$ cat config.mk
export PLATFORM = sky130hd
export DESIGN_NAME = i2c_slave_rx
export DESIGN_NICKNAME = d
export VERILOG_FILES = /design/src/rtl/i2c_slave_rx.sv
export SDC_FILE = /design/constraint.sdc
export NUM_CORES = 1
export LEC_CHECK = 0
export ABC_AREA = 1
export BUFFER_PORTS_ARGS = -buffer_cell sky130_fd_sc_hd__buf_2
export CORE_UTILIZATION = 50
export CTS_BUF_LIST = sky130_fd_sc_hd__clkbuf_4 sky130_fd_sc_hd__clkbuf_8
export CTS_CLUSTER_DIAMETER = 200
export DETAILED_ROUTE_END_ITERATION = 8
export PLACE_DENSITY = 0.7
export SYNTH_ARGS = -nofsm -noshare
export SYNTH_HDL_FRONTEND = slang
export SYNTH_SLANG_ARGS = --single-unit
$ cat constraint.sdc
create_clock -name clk -period 1.6 [get_ports clk]
set_input_delay 0.16 -clock clk [delete_from_list [all_inputs] [get_ports clk]]
set_output_delay 0.16 -clock clk [all_outputs]
set_load 0.02 [all_outputs]
$ cat src/rtl/i2c_slave_rx.sv
// Write-only I2C target: synchronizes SCL/SDA, ACKs a matching write address and
// up to MAX_BYTES data bytes, and strobes each byte out. Option: I2C_GLITCH_FILTER_EN.
module i2c_slave_rx #(
  parameter logic [6:0] SLAVE_ADDR  = 7'h27,
  parameter int         MAX_BYTES   = 3,
  parameter int         SYNC_STAGES = 2
) (
  input  logic       clk,
  input  logic       rst_n,
  input  logic       scl_in,
  input  logic       sda_in,
  output logic       sda_oe,
  output logic [7:0] rx_data,
  output logic       rx_valid,
  output logic [1:0] rx_idx,
  output logic       busy,
  output logic       stop_det
);

  localparam int BCW = $clog2(MAX_BYTES + 1);

  typedef enum logic [2:0] {
    IDLE, ADDR, ADDR_ACK, DATA, DATA_ACK, IGNORE
  } state_t;

  logic [SYNC_STAGES-1:0] scl_sync_q, sda_sync_q;
  logic                   scl_s, sda_s;
  logic                   scl_p_q, sda_p_q;

  // Synchronizers reset to the idle-high bus level so reset release creates no edges.
  always_ff @(posedge clk) begin
    if (!rst_n) begin
      scl_sync_q <= '1;
      sda_sync_q <= '1;
    end else begin
      scl_sync_q <= {scl_sync_q[SYNC_STAGES-2:0], scl_in};
      sda_sync_q <= {sda_sync_q[SYNC_STAGES-2:0], sda_in};
    end
  end

`ifdef I2C_GLITCH_FILTER_EN
  logic [2:0] scl_hist_q, sda_hist_q;

  always_ff @(posedge clk) begin
    if (!rst_n) begin
      scl_hist_q <= '1;
      sda_hist_q <= '1;
    end else begin
      scl_hist_q <= {scl_hist_q[1:0], scl_sync_q[SYNC_STAGES-1]};
      sda_hist_q <= {sda_hist_q[1:0], sda_sync_q[SYNC_STAGES-1]};
    end
  end

  assign scl_s = (scl_hist_q[0] & scl_hist_q[1]) | (scl_hist_q[1] & scl_hist_q[2]) |
                 (scl_hist_q[0] & scl_hist_q[2]);
  assign sda_s = (sda_hist_q[0] & sda_hist_q[1]) | (sda_hist_q[1] & sda_hist_q[2]) |
                 (sda_hist_q[0] & sda_hist_q[2]);
`else
  assign scl_s = scl_sync_q[SYNC_STAGES-1];
  assign sda_s = sda_sync_q[SYNC_STAGES-1];
`endif

  always_ff @(posedge clk) begin
    if (!rst_n) begin
      scl_p_q <= 1'b1;
      sda_p_q <= 1'b1;
    end else begin
      scl_p_q <= scl_s;
      sda_p_q <= sda_s;
    end
  end

  logic scl_rise, scl_fall, start_ev, stop_ev;
  assign scl_rise = scl_s & ~scl_p_q;
  assign scl_fall = ~scl_s & scl_p_q;
  assign start_ev = scl_s & scl_p_q & ~sda_s & sda_p_q;
  assign stop_ev  = scl_s & scl_p_q & sda_s & ~sda_p_q;

  state_t           state_q;
  logic [2:0]       bit_cnt_q;
  logic [6:0]       shift_q;
  logic [BCW-1:0]   byte_cnt_q;
  logic             sda_oe_q, rx_valid_q, busy_q, stop_det_q;
  logic [7:0]       rx_data_q;
  logic [1:0]       rx_idx_q;
  logic [7:0]       byte_d;

  assign byte_d = {shift_q, sda_s};

  always_ff @(posedge clk) begin
    if (!rst_n) begin
      state_q    <= IDLE;
      bit_cnt_q  <= '0;
      shift_q    <= '0;
      byte_cnt_q <= '0;
      sda_oe_q   <= 1'b0;
      rx_valid_q <= 1'b0;
      rx_data_q  <= '0;
      rx_idx_q   <= '0;
      busy_q     <= 1'b0;
      stop_det_q <= 1'b0;
    end else begin
      rx_valid_q <= 1'b0;
      stop_det_q <= 1'b0;
      if (stop_ev) begin
        state_q    <= IDLE;
        bit_cnt_q  <= '0;
        sda_oe_q   <= 1'b0;
        busy_q     <= 1'b0;
        stop_det_q <= 1'b1;
      end else if (start_ev) begin
        state_q    <= ADDR;
        bit_cnt_q  <= '0;
        byte_cnt_q <= '0;
        sda_oe_q   <= 1'b0;
      end else begin
        unique case (state_q)
          ADDR: begin
            if (scl_rise) begin
              shift_q   <= byte_d[6:0];
              bit_cnt_q <= bit_cnt_q + 3'd1;
              if (bit_cnt_q == 3'd7) begin
                if (byte_d[7:1] == SLAVE_ADDR && !byte_d[0]) begin
                  state_q <= ADDR_ACK;
                  busy_q  <= 1'b1;
                end else begin
                  state_q <= IGNORE;
                  busy_q  <= 1'b0;
                end
              end
            end
          end
          // First SCL fall (end of bit 8) grabs SDA, the next one (end of bit 9) lets go.
          ADDR_ACK, DATA_ACK: begin
            if (scl_fall) begin
              if (!sda_oe_q) begin
                sda_oe_q <= 1'b1;
              end else begin
                sda_oe_q  <= 1'b0;
                bit_cnt_q <= '0;
                state_q   <= DATA;
              end
            end
          end
          DATA: begin
            if (scl_rise) begin
              shift_q   <= byte_d[6:0];
              bit_cnt_q <= bit_cnt_q + 3'd1;
              if (bit_cnt_q == 3'd7) begin
                if (byte_cnt_q < BCW'(MAX_BYTES)) begin
                  rx_data_q  <= byte_d;
                  rx_valid_q <= 1'b1;
                  rx_idx_q   <= 2'(byte_cnt_q);
                  byte_cnt_q <= byte_cnt_q + 1'b1;
                  state_q    <= DATA_ACK;
                end else begin
                  state_q <= IGNORE;
                end
              end
            end
          end
          IGNORE: sda_oe_q <= 1'b0;
          default: ;
        endcase
      end
    end
  end

  assign sda_oe   = sda_oe_q;
  assign rx_data  = rx_data_q;
  assign rx_valid = rx_valid_q;
  assign rx_idx   = rx_idx_q;
  assign busy     = busy_q;
  assign stop_det = stop_det_q;

endmodule

# ---- Yosys cells after proc, flatten, opt, wreduce, memory -nomap -nowiden
# Index checks and enable logic that the tools add are counted.
# W data, S select, Z words.
dict set report totals {
  ff_bits 35
  inputBits 4
  out_inout_bits 14
  elab_cells 103
}
dict set report classes {
  addsub 2
  order_cmp 1
  n_eq_ne 20
  mux 25
  n_bitwise 17
  n_reduce_logical 23
}
# op count
set op_table {}
lappend op_table {{$mux W3} 10}
lappend op_table {{$ne A3 B3 Y1 const B} 6}
lappend op_table {{$reduce_and A7 Y1} 2}
lappend op_table {{$ne A2 B2 Y1 const B} 6}
lappend op_table {{$reduce_and A4 Y1} 3}
lappend op_table {{$reduce_bool A2 Y1} 6}
lappend op_table {{$mux W2} 5}
lappend op_table {{$not A1 Y1} 10}
lappend op_table {{$eq A3 B3 Y1 const B} 3}
lappend op_table {{$pmux W3 S3} 1}
lappend op_table {{$and A1 B1 Y1} 7}
lappend op_table {{$eq A7 B6 Y1 const B} 1}
lappend op_table {{$mux W1} 7}
lappend op_table {{$eq A3 B2 Y1 const B} 2}
lappend op_table {{$pmux W3 S2} 1}
lappend op_table {{$reduce_and A6 Y1} 1}
lappend op_table {{$reduce_or A2 Y1} 3}
lappend op_table {{$reduce_or A6 Y1} 1}
lappend op_table {{$reduce_and A5 Y1} 1}
lappend op_table {{$reduce_bool A4 Y1} 1}
lappend op_table {{$add A3 B1 Y3 const B} 1}
lappend op_table {{$eq A3 B1 Y1 const B} 1}
lappend op_table {{$reduce_bool A3 Y1} 1}
lappend op_table {{$reduce_or A3 Y1} 1}
lappend op_table {{7 further kinds} 7}

# ---- Depth between registers and ports, before layout
dict set report depth {
  depth_word 7
  ltp_mapped 9
  ltp_nobuf 9
}

# ---- Worst setup path after synthesis
# No wires, ideal clock.
dict set report synth_timing {
  path_type {register -> register}
  start {register bit_cnt_q[0]}
  end {register rx_idx_q[0], in the netlist rx_idx[0]}
  setup_time_ps 112
  arrival_time_ps 1180
  required_time_ps 1488
  slack_ps 308
  path_stages_with_launch 7
  cell_sequence {dfxtp_1 -> ha_1 -> ha_1 -> nand4_4 -> or2_1 -> nand2_1 -> nor2_1}
}
dict set report synth_via {
  elab_chain_len 2
}
# element line
set synth_lines {}
lappend synth_lines {{start: declaration} 80} ;# logic [2:0] bit_cnt_q;
lappend synth_lines {{start signal: assignment} 121} ;# bit_cnt_q <= bit_cnt_q + 3'd1;
lappend synth_lines {{start signal: assignment} 148} ;# bit_cnt_q <= bit_cnt_q + 3'd1;
lappend synth_lines {{$eq A3 B3 Y1} 149} ;# if (bit_cnt_q == 3'd7) begin
lappend synth_lines {{$reduce_and A6 Y1 (no line)} --}
lappend synth_lines {{end signal: assignment} 153} ;# rx_idx_q <= 2'(byte_cnt_q);
lappend synth_lines {{end: declaration} 85} ;# logic [1:0] rx_idx_q;
# Every way passes these cells.
# A chain may end at the register's enable or synchronous reset.

# ---- Worst setup path in the final report
dict set report layout_timing {
  start {register bit_cnt_q[0]}
  end {register rx_data_q[4], in the netlist rx_data[4]}
}
dict set report layout_via {
  elab_chain_len 2
}
# element line
set layout_lines {}
lappend layout_lines {{$eq A3 B3 Y1} 149}
lappend layout_lines {{$reduce_and A6 Y1 (no line)} --}
lappend layout_lines {{end signal: assignment} 151} ;# rx_data_q <= byte_d;
lappend layout_lines {{end: declaration} 84} ;# logic [7:0] rx_data_q;
# Every way passes these cells.

==> results.py <==
metrics = {
    "hold_path": {
        "hp-start": "scl_in",
        "holdCritPathClass": "in2reg",
    },
    "power": {
        "p_leak_nw": 0.751,
        "p_switching_uw": 332,
        "cell_internal_pwr_mw": 1.10,
        "power_density_nw_per_um2": 885,
        "clkPwrFrac": 0.346,
        "vdd_ir_drop_max_mv": 0.870,
        "switching_share": 0.231,
        "seq_power_share": 0.617,
        "p_comb_frac": 0.037,
    },
    "setup_path": {
        "required_ps": 1880,
        "crit_type": "reg2reg",
        "crit_chain": "ha_1 > ha_2 > nand2_1 > nor2_4 > buf_4 > o21ai_2 > nor2_2",
        "cp.buffers_inverters": 1,
        "rr_startpoint": "bit_cnt_q[0]$_SDFFE_PP0P_",
        "path_max_fanout": 8,
        "crit_start": "bit_cnt_q[0]$_SDFFE_PP0P_",
        "arrival_ps": 1780,
        "slowest_delay_ps": 390,
        "end_kind": "register",
        "slowest_stage": "dfxtp_1",
        "cp_top_family": "adder cells",
        "cp-start-kind": "register",
    },
    "detailed_routing": {
        "drtPass1Iterations": 4,
        "finalWirelength_um": 2860,
        "drt_iter0_drc": 29,
        "ant_nets": 0,
        "drc": 0,
        "num_vias": 1178,
        "viasPerCell": 5.19,
        "routedWlPerCell_um": 12.6,
    },
    "logic_synthesis": {
        "synth-compound-area-share": 0.148,
        "synth_top_area_frac": 0.487,
        "syn_nets": 180,
        "synthCells": 173,
        "ys_warn_count": 0,
        "synth_area_leaders": "dfxtp_1 (49%), nand2_1 (6.8%), nor2_1 (6.3%)",
        "yosys.area_share.simple": 0.276,
        "syn_area_per_cell_um2": 8.31,
        "synth_seq_cells": 35,
        "synth_top_area_cell": "dfxtp_1",
        "syn_area_um2": 1440,
        "synth.area.mux_share": 0,
        "synth_xor_xnor_area_share": 0,
        "synth_top_family_by_area": "simple AND/OR/NAND/NOR gates",
        "yosys.cell_types.count": 27,
        "synth_fa_ha_area_frac": 0.0261,
        "ys_seq_area_frac": 0.487,
    },
    "timing": {
        "rsz0062_at_grt": "no",
        "final.min_clock_period_ps": 1490,
        "hold_viol": 0,
        "clock_skew_ps": 6.55,
        "period_share": 0.933,
        "slew_viol_final": 0,
        "setup_ws_ps": 107,
        "fmax_ghz": 0.670,
        "setup_viol": 0,
        "slew_headroom": 0.783,
        "tightestPinTransition_ps": 325,
        "fin_setup_tns_ps": 0,
    },
    "placement": {
        "io_buffers": 17,
        "dp_hpwl_um": 2040,
        "gp_congestion": 0.851,
        "place_worst_setup_slack_ps": 104,
    },
    "final_layout": {
        "nets": 203,
        "utilization": 0.593,
        "drive_gt1_frac": 0.291,
        "filler_cell_count": 238,
        "synthToLayoutAreaGrowth_pct": 12.7,
        "antennaDiodeCount": 0,
    },
    "global_route": {
        "grt_pass1_vias": 1103,
        "grt_pass1_wl_um": 4770,
        "antenna_found_initial": 0,
        "overflow": 0,
        "grt_usage": 0.201,
        "grt_max_degree": 22,
    },
    "run_status": {
        "status": "finished clean",
    },
    "clock_network": {
        "htreeDepth": 2,
        "clockBufferDepth": 2,
        "cts.reportedPaths.clkPinSlew_ps": 110,
        "root_buffer": "clkbuf_4",
        "cts_tree": "done",
        "clk_latency_ps": 340,
        "cts_buffers": 5,
        "cts.sinks": 35,
    },
    "floorplanning": {
        "coreArea_um2": 2730,
        "chipWidth_um": 55.6,
        "pin_count": 18,
        "start_util": 0.526,
        "num_rows": 19,
        "dieArea_um2": 3090,
        "fp.dieH_um": 55.6,
    },
    "flow_run": {
        "maxCapViolCount": 0,
    },
}
## flip-flops by register name (all words and copies together) (netlist names)
register / flops
rx_valid: 1
scl_sync_q: 2
byte_cnt_q: 2
stop_det: 1
state_q: 3
scl_p_q: 1
rx_data: 8
sda_sync_q: 2
busy: 1
sda_p_q: 1
bit_cnt_q: 3
shift_q: 7
sda_oe: 1
rx_idx: 2
## logic make-up (layout without fill, tap and decap cells)
logic type,count (synthesis),count (layout)
adder cells (fa/ha/maj),3,3
buffers and inverters,20,43
AO/OA/AOI/OAI,36,36
flip-flops,35,35
AND/OR/NAND/NOR,79,79
## layer usage
metal | global-route usage | vias to the layer above | part of all wire
li1 | - | 611 | -
met1 | 0.234 | 529 | 0.44
met4 | 0.0643 | 0 | 0.016
met5 | 0 | - | 0
met2 | 0.346 | 32 | 0.50
met3 | 0.0698 | 6 | 0.049
## layout make-up
| cell class | instances | area, um^2 | share of cell area |
|---|---|---|---|
| well taps | 31 | 38.8 | 0.0239 |
| repair buffers | 21 | 118 | 0.0726 |
| flip-flops and latches | 35 | 701 | 0.432 |
| multi-input cells | 118 | 649 | 0.401 |
| clock inverters | 1 | 5.00 | 0.00309 |
| inverters | 15 | 57.6 | 0.0355 |
| clock buffers | 6 | 51.3 | 0.0317 |
## cells in the mapped netlist
master / n
a211oi_1: 1
a21oi_1: 14
a21oi_2: 1
a31oi_1: 1
buf_1: 1
buf_2: 2
buf_4: 1
buf_6: 1
clkinv_2: 1
dfxtp_1: 35
ha_1: 3
inv_1: 12
inv_2: 2
nand2_1: 26
nand2_2: 3
nand3_1: 7
nand4_1: 2
nand4_2: 1
nand4_4: 1
nor2_1: 24
nor2_2: 7
nor2_4: 3
o211ai_1: 1
o21ai_0: 12
o21ai_2: 6
or2_1: 1
or2_2: 4
## power by group through the flow
| stage | Clock [mW] | Sequential (mW) | Combinational (mW) |
|---|---|---|---|
| final | 0.496 | 0.885 | 0.0531 |
| after global routing | 0.547 | 0.886 | 0.0602 |
| after CTS | 0.505 | 0.885 | 0.0537 |
| after detailed placement | 0 | 0.905 | 0.0511 |
| after global placement | 0 | 0.904 | 0.0496 |
| after floorplan | 0 | 0.904 | 0.0366 |
## cell usage in the layout (no fill, tap or decap), drive strengths merged, types with 2 or more instances in the layout
cell    count
nand2      29
a21oi      15
ha          3
buf        20
nand4       4
nand3       7
clkbuf      6
dfxtp      35
inv        14
clkinv      2
nor2       34
or2         5
o21ai      18
## per-stage QoR
stage / instance area [um^2] / power, mW / std cells / hold WS, ps
after CTS: 1620 / 1.44 / 227 / 4.14
after detailed placement: 1550 / 0.956 / 219 / 350
after global placement: 1550 / 0.954 / 219 / 345
after floorplan: 1440 / 0.940 / 173 / 267
after global routing: 1620 / 1.49 / 227 / 14.8
final: 1620 / 1.43 / 227 / 17.6
## worst register-to-register path: stages, from the launching register on
cell and delay, ps:
dfxtp_1 390, ha_1 170, ha_2 230, nand2_1 100, nor2_4 190, buf_4 210, o21ai_2 70, nor2_2 90
## what timing repair did
| item | CTS | global route |
|---|---|---|
| gates resized for setup | 0 | 1 |
| endpoints found under the hold margin | 1 | 0 |
| buffers inserted | 0 | 0 |
| hold buffers | 1 | 0 |
| setup endpoints to repair | 0 | 7 |
## worst paths after layout
check	endpoint	slack, ps	depth (start not counted)
hold / removal	scl_sync_q[0]$_SDFF_PN1_	20	2
setup reg to reg	rx_data[4]$_SDFFE_PN0P_	110	7
setup / recovery	rx_data[4]$_SDFFE_PN0P_	110	7
hold reg to reg	sda_sync_q[1]$_SDFF_PN1_	420	1
No activity file was read; power rests on OpenSTA's default activity.
